$ cat src/rtl/branch_pkg.sv
// Shared branch-unit definitions: compare-mode encodings and 2-bit counter constants.
package branch_pkg;

   typedef enum logic [2:0] {
      BR_BEQ  = 3'd0,
      BR_BNE  = 3'd1,
      BR_BLEZ = 3'd2,
      BR_BGTZ = 3'd3,
      BR_BLTZ = 3'd4,
      BR_BGEZ = 3'd5
   } br_op_e;

   localparam int unsigned        CTR_W     = 2;
   localparam logic [CTR_W-1:0]   CTR_RESET = 2'd1;
   localparam logic [CTR_W-1:0]   CTR_ALLOC = 2'd2;
   localparam logic [CTR_W-1:0]   CTR_MAX   = 2'd3;

endpackage

$ cat src/rtl/branch_predict_unit_if.sv
// Fetch-lookup, execute-resolve and redirect signals of the branch unit.
interface branch_predict_unit_if #(
   parameter int unsigned ADDR_W = 32
);
   logic [ADDR_W-1:0] fetch_pc;
   logic              pred_taken;
   logic [ADDR_W-1:0] pred_target;
   logic              resolve_valid;
   logic [2:0]        resolve_op;
   logic [31:0]       rs_val;
   logic [31:0]       rt_val;
   logic [ADDR_W-1:0] resolve_pc;
   logic [ADDR_W-1:0] branch_pc;
   logic [ADDR_W-1:0] pc_add_4;
   logic              ex_pred_taken;
   logic [ADDR_W-1:0] ex_pred_target;
   logic              redirect_valid;
   logic [ADDR_W-1:0] redirect_pc;

   modport master (
      output fetch_pc, resolve_valid, resolve_op, rs_val, rt_val, resolve_pc,
             branch_pc, pc_add_4, ex_pred_taken, ex_pred_target,
      input  pred_taken, pred_target, redirect_valid, redirect_pc
   );

   modport slave (
      input  fetch_pc, resolve_valid, resolve_op, rs_val, rt_val, resolve_pc,
             branch_pc, pc_add_4, ex_pred_taken, ex_pred_target,
      output pred_taken, pred_target, redirect_valid, redirect_pc
   );
endinterface

$ cat src/rtl/branch_cond_eval.sv
// Combinational branch condition: compare mode and operands to taken/not-taken.
module branch_cond_eval
   import branch_pkg::*;
(
   input  logic [2:0]  i_op,
   input  logic [31:0] i_rs,
   input  logic [31:0] i_rt,
   output logic        o_taken
);
   logic w_rs_neg;
   logic w_rs_zero;

   assign w_rs_neg  = i_rs[31];
   assign w_rs_zero = (i_rs == 32'd0);

   always_comb begin
      o_taken = 1'b0;
      case (i_op)
         BR_BEQ:  o_taken = (i_rs == i_rt);
         BR_BNE:  o_taken = (i_rs != i_rt);
         BR_BLEZ: o_taken = w_rs_neg || w_rs_zero;
         BR_BGTZ: o_taken = !w_rs_neg && !w_rs_zero;
         BR_BLTZ: o_taken = w_rs_neg;
         BR_BGEZ: o_taken = !w_rs_neg;
         default: o_taken = 1'b0;
      endcase
   end
endmodule

$ cat src/rtl/branch_predict_unit.sv
// Branch resolution plus direct-mapped BTB with 2-bit counters and registered redirect.
// Optional BRANCH_STATS_EN adds saturating branch/mispredict counters.
module branch_predict_unit
   import branch_pkg::*;
#(
   parameter int unsigned ADDR_W = 32,
   parameter int unsigned DEPTH  = 16
) (
   input  logic                  i_clk,
   input  logic                  i_reset,
   branch_predict_unit_if.slave  bp_if
`ifdef BRANCH_STATS_EN
   ,
   output logic [31:0]           o_stat_branches,
   output logic [31:0]           o_stat_mispredicts
`endif
);
   localparam int unsigned IDX_W = $clog2(DEPTH);
   localparam int unsigned TAG_W = ADDR_W - IDX_W - 2;

   logic              r_valid  [DEPTH];
   logic [TAG_W-1:0]  r_tag    [DEPTH];
   logic [ADDR_W-1:0] r_target [DEPTH];
   logic [CTR_W-1:0]  r_ctr    [DEPTH];
   logic              r_redirect_valid;
   logic [ADDR_W-1:0] r_redirect_pc;

   logic [IDX_W-1:0]  w_fidx;
   logic [TAG_W-1:0]  w_ftag;
   logic              w_fhit;
   logic [IDX_W-1:0]  w_ridx;
   logic [TAG_W-1:0]  w_rtag;
   logic              w_rhit;
   logic              w_taken;
   logic              w_accept;
   logic              w_mispredict;
   logic              w_unused;

   assign w_unused = ^{bp_if.fetch_pc[1:0], bp_if.resolve_pc[1:0]};

   assign w_fidx = bp_if.fetch_pc[IDX_W+1:2];
   assign w_ftag = bp_if.fetch_pc[ADDR_W-1:IDX_W+2];
   assign w_fhit = r_valid[w_fidx] && (r_tag[w_fidx] == w_ftag);

   assign bp_if.pred_taken  = w_fhit && r_ctr[w_fidx][CTR_W-1];
   assign bp_if.pred_target = bp_if.pred_taken ? r_target[w_fidx] : '0;

   branch_cond_eval u_cond (
      .i_op    (bp_if.resolve_op),
      .i_rs    (bp_if.rs_val),
      .i_rt    (bp_if.rt_val),
      .o_taken (w_taken)
   );

   assign w_ridx = bp_if.resolve_pc[IDX_W+1:2];
   assign w_rtag = bp_if.resolve_pc[ADDR_W-1:IDX_W+2];
   assign w_rhit = r_valid[w_ridx] && (r_tag[w_ridx] == w_rtag);

   // A resolve during the redirect cycle is on the flushed wrong path.
   assign w_accept     = bp_if.resolve_valid && !r_redirect_valid;
   assign w_mispredict = (w_taken != bp_if.ex_pred_taken) ||
                         (w_taken && bp_if.ex_pred_taken &&
                          (bp_if.ex_pred_target != bp_if.branch_pc));

   always_ff @(posedge i_clk) begin
      if (i_reset) begin
         for (int unsigned i = 0; i < DEPTH; i++) begin
            r_valid[i]  <= 1'b0;
            r_tag[i]    <= '0;
            r_target[i] <= '0;
            r_ctr[i]    <= CTR_RESET;
         end
         r_redirect_valid <= 1'b0;
         r_redirect_pc    <= '0;
      end else begin
         r_redirect_valid <= w_accept && w_mispredict;
         if (w_accept && w_mispredict) begin
            r_redirect_pc <= w_taken ? bp_if.branch_pc : bp_if.pc_add_4;
         end
         if (w_accept) begin
            if (w_rhit) begin
               if (w_taken) begin
                  r_target[w_ridx] <= bp_if.branch_pc;
                  if (r_ctr[w_ridx] != CTR_MAX) begin
                     r_ctr[w_ridx] <= r_ctr[w_ridx] + CTR_W'(1);
                  end
               end else if (r_ctr[w_ridx] != '0) begin
                  r_ctr[w_ridx] <= r_ctr[w_ridx] - CTR_W'(1);
               end
            end else if (w_taken) begin
               r_valid[w_ridx]  <= 1'b1;
               r_tag[w_ridx]    <= w_rtag;
               r_target[w_ridx] <= bp_if.branch_pc;
               r_ctr[w_ridx]    <= CTR_ALLOC;
            end
         end
      end
   end

   assign bp_if.redirect_valid = r_redirect_valid;
   assign bp_if.redirect_pc    = r_redirect_pc;

`ifdef BRANCH_STATS_EN
   logic [31:0] r_stat_branches;
   logic [31:0] r_stat_mispredicts;

   always_ff @(posedge i_clk) begin
      if (i_reset) begin
         r_stat_branches    <= '0;
         r_stat_mispredicts <= '0;
      end else begin
         if (w_accept && (r_stat_branches != '1)) begin
            r_stat_branches <= r_stat_branches + 32'd1;
         end
         if (w_accept && w_mispredict && (r_stat_mispredicts != '1)) begin
            r_stat_mispredicts <= r_stat_mispredicts + 32'd1;
         end
      end
   end

   assign o_stat_branches    = r_stat_branches;
   assign o_stat_mispredicts = r_stat_mispredicts;
`endif
endmodule

$ cat src/flat_wrapper.sv
// flat-port wrapper written by rule: the top's interface ports become plain ports
module branch_predict_unit_flat import branch_pkg::*;
#(
   parameter int unsigned ADDR_W = 32,
   parameter int unsigned DEPTH  = 16
)
  (i_clk, i_reset, bp_if_fetch_pc, bp_if_resolve_valid, bp_if_resolve_op, bp_if_rs_val, bp_if_rt_val, bp_if_resolve_pc, bp_if_branch_pc, bp_if_pc_add_4, bp_if_ex_pred_taken, bp_if_ex_pred_target, bp_if_pred_taken, bp_if_pred_target, bp_if_redirect_valid, bp_if_redirect_pc);
  branch_predict_unit_if #(.ADDR_W(ADDR_W)) bp_if_i ();
  input  logic i_clk;
  input  logic i_reset;
  input wire logic [$bits(bp_if_i.fetch_pc)-1:0] bp_if_fetch_pc;
  input wire logic [$bits(bp_if_i.resolve_valid)-1:0] bp_if_resolve_valid;
  input wire logic [$bits(bp_if_i.resolve_op)-1:0] bp_if_resolve_op;
  input wire logic [$bits(bp_if_i.rs_val)-1:0] bp_if_rs_val;
  input wire logic [$bits(bp_if_i.rt_val)-1:0] bp_if_rt_val;
  input wire logic [$bits(bp_if_i.resolve_pc)-1:0] bp_if_resolve_pc;
  input wire logic [$bits(bp_if_i.branch_pc)-1:0] bp_if_branch_pc;
  input wire logic [$bits(bp_if_i.pc_add_4)-1:0] bp_if_pc_add_4;
  input wire logic [$bits(bp_if_i.ex_pred_taken)-1:0] bp_if_ex_pred_taken;
  input wire logic [$bits(bp_if_i.ex_pred_target)-1:0] bp_if_ex_pred_target;
  output wire logic [$bits(bp_if_i.pred_taken)-1:0] bp_if_pred_taken;
  output wire logic [$bits(bp_if_i.pred_target)-1:0] bp_if_pred_target;
  output wire logic [$bits(bp_if_i.redirect_valid)-1:0] bp_if_redirect_valid;
  output wire logic [$bits(bp_if_i.redirect_pc)-1:0] bp_if_redirect_pc;
  assign bp_if_i.fetch_pc = bp_if_fetch_pc;
  assign bp_if_i.resolve_valid = bp_if_resolve_valid;
  assign bp_if_i.resolve_op = bp_if_resolve_op;
  assign bp_if_i.rs_val = bp_if_rs_val;
  assign bp_if_i.rt_val = bp_if_rt_val;
  assign bp_if_i.resolve_pc = bp_if_resolve_pc;
  assign bp_if_i.branch_pc = bp_if_branch_pc;
  assign bp_if_i.pc_add_4 = bp_if_pc_add_4;
  assign bp_if_i.ex_pred_taken = bp_if_ex_pred_taken;
  assign bp_if_i.ex_pred_target = bp_if_ex_pred_target;
  assign bp_if_pred_taken = bp_if_i.pred_taken;
  assign bp_if_pred_target = bp_if_i.pred_target;
  assign bp_if_redirect_valid = bp_if_i.redirect_valid;
  assign bp_if_redirect_pc = bp_if_i.redirect_pc;
  branch_predict_unit #(.ADDR_W(ADDR_W), .DEPTH(DEPTH)) u_core (.i_clk(i_clk), .i_reset(i_reset), .bp_if(bp_if_i));
endmodule
$ cat config.mk
export PLATFORM = sky130hd
export DESIGN_NAME = branch_predict_unit_flat
export DESIGN_NICKNAME = d
export VERILOG_FILES = /design/src/rtl/branch_pkg.sv /design/src/rtl/branch_predict_unit_if.sv /design/src/rtl/branch_cond_eval.sv /design/src/rtl/branch_predict_unit.sv /design/src/flat_wrapper.sv
export SDC_FILE = /design/constraint.sdc
export NUM_CORES = 2
export LEC_CHECK = 0
export BUFFER_PORTS_ARGS = -buffer_cell sky130_fd_sc_hd__buf_2
export CORE_MARGIN = 1.5
export CORE_UTILIZATION = 25
export CTS_BUF_LIST = sky130_fd_sc_hd__clkbuf_16
export DETAILED_ROUTE_END_ITERATION = 10
export SLEW_MARGIN = 10
export SYNTH_ARGS = -nofsm -noshare
export SYNTH_HDL_FRONTEND = slang
export SYNTH_SLANG_ARGS = --single-unit
export TNS_END_PERCENT = 100
$ cat constraint.sdc
create_clock -name i_clk -period 6.4 [get_ports i_clk]
set_clock_uncertainty 0.2 [all_clocks]
set_input_delay 0.96 -clock i_clk [delete_from_list [all_inputs] [get_ports i_clk]]
set_output_delay 0.96 -clock i_clk [all_outputs]
set_load 0.01 [all_outputs]
==> flow_summary.yaml <==
synth:
  ys_seq_elements: 1009
  yosys_warnings: 0
  synth_edf_count: 960
  synth-async-reset-ratio: 0
  syn_inst: 3490
  yosysTopAreaCell: "edfxtp_1"
  syn_avg_cell_area_um2: 14.7
  ys.flop_type: "edfxtp_1"
  synthesis.area_um2: 51400
  ys_seq_area_frac: 0.580
  synth_area_leaders: "edfxtp_1 (56%), mux4_2 (17%), and3_1 (5.8%)"
  synth_top_area_frac: 0.561
  synth_cell_types: 63
  syn_nets: 3722
detailed_routing:
  drc: 0
  dr.pass1.iters: 6
  vias_per_cell: 5.13
  ant_nets: 0
  totalWireLength_um: 172000
  first_iter_violations: 4126
  vias: 32900
  avgRoutedWirePerCell_um: 26.8
cts:
  cts_setup_buffers: 0
  cts_root_buffer: "clkbuf_16"
  cts_buffers: 101
  cts_tree: "yes"
  cts-htree-levels: 3
  worstSkewPairLatency_ns: 0.76
  ctsHoldBuffers: 0
  cts_num_sinks: 1009
  ctsLongestPathBuffers: 3
  clk_pin_slew_ns: 0.06
  ctsResizeCount: 0
final_layout:
  syn2layout_area_growth_pct: 16.2
  finalNetCount: 3861
  drive_gt1_frac: 0.286
  final_common_cell: "edfxtp_1"
  final_cell_mix: "edfxtp_1 (960), and3_1 (469), and2_1 (466)"
worst_hold_path:
  hp-class: "input pin to register"
floorplan:
  start_util: 0.251
  dieWidth_um: 457
  dieArea_um2: 208000
  placementRows: 166
  core-area_um2: 205000
  die_h_um: 457
  num_io_pins: 297
sta:
  rsz0062_at_grt: "no"
  drv_slew: 0
  worstMarginPinSlew_ns: 1.30
  finalSetupViolations: 0
  period_minus_slack_ns: 6.02
  setup_tns_ns: 0
  hold_viol: 0
  post-route-period-util: 0.940
  slew-limit-headroom: 0.128
  timing.fmax_mhz: 166
grt:
  grt_pass1_vias: 33000
  grt_pass1_wl_um: 243000
  overflow: 0
  grt_max_degree: 203
  grt_use_total: 0.160
  antenna_found_initial: 17
worst_setup_path:
  crit_path_end_kind: "output pin"
  cp.required_ns: 5.24
  startpoint_type: "input pin"
  crit_fanout: 50
  crit_type: "input pin to output pin"
  cp.arrival_ns: 4.86
pwr:
  fin_total_pwr_mw: 15.6
  powerDensity_nw_per_um2: 261
  p_switching_mw: 3.90
  p_leak_nw: 22.6
  vdd_ir_drop_max_mv: 0.242
  pwr-share-seq: 0.488
  p_int_mw: 11.7
  swShare: 0.250
  p_clk_frac: 0.399
  combPwrFrac: 0.113
placed_design:
  dpl.hpwl_um: 100000
  port-buffer-count: 292
  gp_congestion: 0.868
job:
  max_cap_violations: 0
status:
  outcome: "finished clean"
==> cell usage after synthesis (16+ instances only) <==
library cell and count:
edfxtp_1 960, and3_1 477, and2_1 466, mux4_2 381, clkbuf_1 310, xnor2_1 110, mux2i_1 85, nand2_1 85
nor2_1 59, dfxtp_1 49, o21ai_0 46, a311oi_1 43, nor2b_1 40, buf_1 39, nand4_1 33, buf_6 29
buf_2 21, or2_2 20, nor4_1 19, a21o_1 17, o31ai_1 16, xor2_1 16
==> worst max-delay path, stage by stage <==
cell     delay [ns]
buf_8          0.43
buf_12         0.41
mux4_2         0.58
mux4_2         0.50
xnor2_1        0.34
nand4_1        0.24
nor2_1         0.14
nand4_1        0.31
buf_4          0.36
nor2b_1        0.21
buf_4          0.13
buf_2          0.12
==> final timing paths <==
kind	from	endpoint	slack, ns	cells past startpoint
max reg2reg	u_core.r_tag[0][15]	u_core.r_ctr[15][1]	2.06	9
min	bp_if_pc_add_4[18]	u_core.bp_if.redirect_pc[18]	0.28	3
max	bp_if_fetch_pc[2]	bp_if_pred_target[4]	0.38	12
min reg2reg	u_core.r_valid[7]	u_core.r_valid[7]	0.29	1
==> metrics by stage <==
stage | cell area (µm²) | std cells | util | setup WS (ns) | hold WS [ns]
6_report | 59700 | 6414 | 0.292 | 0.383 | 0.285
5_1_grt | 59700 | 6410 | 0.292 | 0.181 | 0.293
4_1_cts | 59700 | 6404 | 0.292 | 0.281 | 0.257
3_5_place_dp | 56300 | 6214 | 0.275 | 0.307 | 0.270
3_3_place_gp | 56300 | 6214 | 0.275 | 0.348 | 0.262
2_1_floorplan | 51400 | 3490 | - | 0.824 | 0.239
==> cell families after synthesis <==
logic type | count (synthesis) | synth area share
XOR/XNOR | 127 | 0.0218
multiplexers | 480 | 0.186
AO/OA/AOI/OAI | 210 | 0.0304
AND/OR/NAND/NOR | 1242 | 0.144
buffers and inverters | 421 | 0.0376
flip-flops | 1009 | 0.580
adder cells (fa/ha/maj) | 1 | 0.000243
==> registers in the layout (all words and copies together), names as in the netlist <==
signal                       count
u_core.r_target                512
u_core.bp_if.redirect_valid      1
u_core.r_tag                   416
u_core.r_ctr                    32
u_core.bp_if.redirect_pc        32
u_core.r_valid                  16
==> power by group through the flow <==
stage | clock (mW) | sequential (mW) | combinational (mW)
6_report | 6.22 | 7.61 | 1.77
5_1_grt | 6.51 | 7.63 | 1.85
4_1_cts | 6.29 | 7.60 | 1.77
3_5_place_dp | 0 | 7.74 | 1.77
3_3_place_gp | 0 | 7.73 | 1.76
2_1_floorplan | 0 | 7.71 | 1.04
==> per-layer routing <==
metal / vias to the layer above / share of wire / track usage
li1: 13800 / - / -
met4: 6 / 0.041 / 0.0691
met5: - / 0.00020 / 0
met2: 1711 / 0.49 / 0.269
met1: 17100 / 0.39 / 0.205
met3: 339 / 0.078 / 0.0236
==> cell type report <==
type / count / area (µm²)
well taps: 2688 / 3360
multi-input cells: 2060 / 19900
clock inverters: 89 / 920
fillers: 20200 / 145000
repair buffers: 447 / 3170
flip-flops and latches: 1009 / 29800
inverters: 10 / 42.5
diodes: 10 / 25.0
clock buffers: 101 / 2530
Power figures use the tool's default switching activity.
